## src/rtl/vec_slice_pkg.sv

```systemverilog
// vec_slice_pkg: FSM state encoding and reduction mode constants for vec_slice_reduce
package vec_slice_pkg;
  typedef enum logic [1:0] {
    IDLE = 2'd0,
    BUSY = 2'd1,
    DONE = 2'd2
  } state_t;
  localparam logic [1:0] MODE_OR   = 2'b00;
  localparam logic [1:0] MODE_AND  = 2'b01;
  localparam logic [1:0] MODE_XOR  = 2'b10;
  localparam logic [1:0] MODE_NAND = 2'b11;
endpackage

```

## src/rtl/vec_slice_reduce_slice.sv

```systemverilog
// slice_reduce: combinational OR/AND/XOR/NAND reduction of one slice
module slice_reduce
  import vec_slice_pkg::*;
#(
  parameter int SLICE_W = 4
) (
  input  logic [SLICE_W-1:0] slice,
  input  logic [1:0]         mode,
  output logic               red
);
  always_comb red = mode == MODE_OR  ? |slice :
                    mode == MODE_AND ? &slice :
                    mode == MODE_XOR ? ^slice : ~&slice;
endmodule

```

## src/rtl/vec_slice_reduce.sv

```systemverilog
// vec_slice_reduce: one-slice-per-clock reduction of a captured vector; VEC_SLICE_REDUCE_CHAN_MASK_EN adds chan_mask skipping
module vec_slice_reduce
  import vec_slice_pkg::*;
#(
  parameter int SLICE_W = 4,
  parameter int NCH = 8,
  localparam int IN_W = SLICE_W * NCH
) (
  input  logic            clk,
  input  logic            rst,
  input  logic            in_valid,
  output logic            in_ready,
  input  logic [IN_W-1:0] in_data,
  input  logic [1:0]      mode,
  output logic            out_valid,
  input  logic            out_ready,
  output logic [NCH-1:0]  out_data
`ifdef VEC_SLICE_REDUCE_CHAN_MASK_EN
  ,
  input  logic [NCH-1:0]  chan_mask
`endif
);
  localparam int CW = NCH > 1 ? $clog2(NCH) : 1;
  state_t state, state_n;
  logic [CW-1:0] ch, first_ch, next_ch;
  logic [IN_W-1:0] vec;
  logic [1:0] md;
  logic red, acc, none, last;
  assign in_ready = state == IDLE;
  assign out_valid = state == DONE;
  assign acc = in_valid && in_ready;
`ifdef VEC_SLICE_REDUCE_CHAN_MASK_EN
  logic [NCH-1:0] msk;
  always_comb begin
    first_ch = '0;
    none = 1'b1;
    next_ch = ch;
    last = 1'b1;
    for (int i = NCH - 1; i >= 0; i--) begin
      if (!chan_mask[i]) begin
        first_ch = CW'(i);
        none = 1'b0;
      end
      if (!msk[i] && i > int'(ch)) begin
        next_ch = CW'(i);
        last = 1'b0;
      end
    end
  end
  always_ff @(posedge clk) begin
    if (rst) msk <= '0;
    else if (acc) msk <= chan_mask;
  end
`else
  assign first_ch = '0;
  assign none = 1'b0;
  assign next_ch = ch + 1'b1;
  assign last = ch == CW'(NCH - 1);
`endif
  slice_reduce #(.SLICE_W(SLICE_W)) u_red (
    .slice(vec[SLICE_W*int'(ch) +: SLICE_W]),
    .mode (md),
    .red  (red)
  );
  always_comb begin
    state_n = state == IDLE ? (in_valid ? (none ? DONE : BUSY) : IDLE) :
              state == BUSY ? (last ? DONE : BUSY) :
              state == DONE ? (out_ready ? IDLE : DONE) : IDLE;
  end
  always_ff @(posedge clk) begin
    if (rst) begin
      state <= IDLE;
      ch <= '0;
      vec <= '0;
      md <= MODE_OR;
      out_data <= '0;
    end else begin
      state <= state_n;
      if (acc) begin
        vec <= in_data;
        md <= mode;
        out_data <= '0;
        ch <= first_ch;
      end else if (state == BUSY) begin
        out_data[ch] <= red;
        ch <= last ? '0 : next_ch;
      end
    end
  end
endmodule
```

## config.mk

```make
export PLATFORM = sky130hd
export DESIGN_NAME = vec_slice_reduce
export DESIGN_NICKNAME = d
export VERILOG_FILES = /design/src/rtl/vec_slice_pkg.sv /design/src/rtl/vec_slice_reduce_slice.sv /design/src/rtl/vec_slice_reduce.sv
export SDC_FILE = /design/constraint.sdc
export NUM_CORES = 1
export LEC_CHECK = 0
export CAP_MARGIN = 10
export CELL_PAD_IN_SITES_DETAIL_PLACEMENT = 1
export CELL_PAD_IN_SITES_GLOBAL_PLACEMENT = 1
export CORE_ASPECT_RATIO = 0.6
export CORE_UTILIZATION = 40
export DETAILED_ROUTE_END_ITERATION = 10
export PLACE_DENSITY = 0.95
export SLEW_MARGIN = 10
export SYNTH_ARGS = -nofsm -noshare
export SYNTH_HDL_FRONTEND = slang
export SYNTH_SLANG_ARGS = --single-unit
```

## constraint.sdc

```tcl
create_clock -name clk -period 6.5 [get_ports clk]
set_input_delay 1.625 -clock clk [delete_from_list [all_inputs] [get_ports clk]]
set_output_delay 1.625 -clock clk [all_outputs]
set_load 0.005 [all_outputs]
```

==> results by group <==
Placed design
  • Worst slack at placement: 3120 ps
  • Routability Congestion: 0.758
  • Final HPWL DP: 4610 um
  • Count of buffers from port buffering: 47

Power
  • Total power per unit cell area: 218 nW/um^2
  • Pleak: 0.00103 uW
  • Max VDD drop: 0.0000856 V
  • Total power: 621 uW

Setup path
  • Worst Path Arrival: 1650 ps
  • CP Capture Type: primary output
  • Crit path max fanout: 10
  • CP Data Required Time: 4880 ps
  • Startpoint Class: flop
  • WS Path Type: reg2out

Clock tree
  • Clock-pin slew on the worst setup and hold paths: 90 ps
  • Cts bufs inserted: 5
  • Clock root buffer: clkbuf_8
  • CTS H-tree lvls: 2
  • CTS Buffer Depth: 2
  • CTS Sinks: 47
  • CTS-repair resized insts: 0
  • Postcts setup bufs: 0
  • CTS tree: yes
  • Hold buffers post-CTS: 0
  • Skew-Pair Late Insertion Delay: 300 ps

Synth
  • Synth Area per Inst: 8.47 um^2
  • Synthesis Warnings: 0
  • Synthesized Nets: 313
  • Number of synthesized flops with an enable pin: 0
  • Sequential area share after synthesis: 41.3%
  • Mapped Area: 2280 um^2
  • Mapped Cells: 269
  • Async set or reset register ratio after synthesis: 0%
  • Synth cell types: 40
  • Yosys reg bits: 47
  • Ys flop type: dfxtp_1

Die
  • Die H: 60.5 um
  • Core footprint: 5260 um^2
  • Die Wd: 99.4 um
  • Starting density of the core: 43.4%
  • Die Area: 6010 um^2
  • Number of I/O pins: 48
  • Row count: 20

STA
  • Fmax: 0.306 GHz
  • Max Slew Vio Count: 0
  • Slew HR: 40.3%
  • Slew @ Worst Pin: 894 ps
  • Final Hold Slack: 466 ps
  • Final Hold Vio Count: 0
  • Setup total negative slack: 0 ps
  • Post-layout min period: 3270 ps
  • Clk_skew: 9.51 ps
  • RSZ-0062 raised after global routing: false
  • Fin worst setup slack: 3230 ps
  • Final period utilization: 50.3%
  • Endpoints failing setup: 0

Global route
  • Largest net degree at the start of global routing: 38
  • Total GRT Usage: 22.8%
  • Vias in the first global route: 2166
  • Global-route wire length before repair: 10500 um
  • Total grt overflow: 0
  • Initial antenna violation count: 0

Outcome
  • Status: complete, no violations

Route
  • DR pass1 iterations: 4
  • Vias: 2077
  • Via density: 5.60
  • Initial DRC count: 85
  • Residual DRC: 0
  • Final WL: 6220 um
  • WL per Instance: 16.8 um
  • Number of nets with antenna violations after routing: 0

Final layout
  • Antenna cell count: 0
  • Fraction of layout cells with a size suffix above 1: 5.90%
  • Synth-to-Final Area Change: 25.3%
  • Most frequent cells in the layout: 73 x nand2_1, 47 x dfxtp_1, 47 x clkdlybuf4s50_1
  • Most common cell after layout, fill and taps aside: nand2_1
  • Final #Nets: 348

Min path
  • Worst hold-check path type: reg2reg

Job
  • # Max-Cap Violations: 0
-- layer usage --
metal	up-vias	global-route usage, %	wire [um]
met5	-	0	0
met4	0	3.36	18
met3	4	5.53	269
met2	47	38.7	2840
met1	1021	30.7	3090
li1	1005	-	-
-- kinds of logic (layout without fill, tap and decap cells) --
kind of cell / count (synthesis) / count (layout) / share of synthesized area, %
xor gates and xnor gates: 1 / 1 / 0.384
AOI/OAI and AO/OA: 68 / 68 / 19.0
buffers and inverters: 26 / 62 / 5.82
DFF: 47 / 47 / 41.3
adders and majority gates: 6 / 6 / 3.29
and+or+nand+nor: 108 / 108 / 22.2
muxes: 13 / 13 / 7.96
-- flip-flops by register name (all words and copies together), names as in the netlist --
name      cells
ch            3
md            2
out_data      8
state         2
vec          32
-- worst paths after layout --
check,from,to,slack (ps),depth (start not counted)
worst min register to register,vec[0],vec[0],470,2
worst max register to register,ch[0],out_data[3],3330,7
worst min-delay path,vec[0],vec[0],470,2
worst max-delay path,state[1],out_valid,3230,2
-- cells in the mapped netlist, types with 2 or more instances --
cell / n / area share (%)
nand2_1: 73 / 12
dfxtp_1: 47 / 41
mux4_2: 4 / 4.0
and2_1: 3 / 0.82
nor3b_2: 2 / 1.1
a2111oi_1: 4 / 1.8
ha_1: 6 / 3.3
and3b_1: 3 / 1.2
a31oi_1: 2 / 0.55
buf_4: 4 / 1.3
nand3b_1: 2 / 0.66
nand2b_1: 4 / 1.1
a221oi_1: 2 / 0.77
mux2i_1: 8 / 3.5
a2111oi_0: 4 / 1.5
nor2b_1: 5 / 1.4
clkbuf_1: 7 / 1.2
a211oi_1: 8 / 2.6
a21oi_1: 40 / 8.8
buf_2: 10 / 2.2
inv_1: 4 / 0.66
o21ai_1: 2 / 0.44
nor2_1: 8 / 1.3
-- critical path, cell delays in order (launching register included) --
cell and delay, ps:
dfxtp_1 590, nor2b_1 230, clkdlybuf4s50_1 530
-- where the power goes --
group,total [uW],internal (uW),leakage [uW],switching [uW]
logic,90.1,47.2,0.000585,42.9
registers,314,301,0.000384,13.1
clock network,217,115,0.0000581,102
total,621,463,0.00103,158
-- area by class of cell --
type / count / area [um^2]
repair buffers: 50 / 493
well taps: 66 / 82.6
flip-flops and latches: 47 / 941
inverters: 4 / 15.0
clock inverters: 3 / 43.8
fillers: 633 / 2400
multi-input cells: 196 / 1210
clock buffers: 5 / 68.8
-- metrics by stage --
step / area, um^2 / utilization [%] / cells
6_report: 2860 / 54.3 / 371
3_3_place_gp: 2740 / 52.2 / 363
4_1_cts: 2860 / 54.3 / 371
3_5_place_dp: 2740 / 52.2 / 363
5_1_grt: 2860 / 54.3 / 371
2_1_floorplan: 2280 / - / 269
Power figures use the tool's default switching activity.
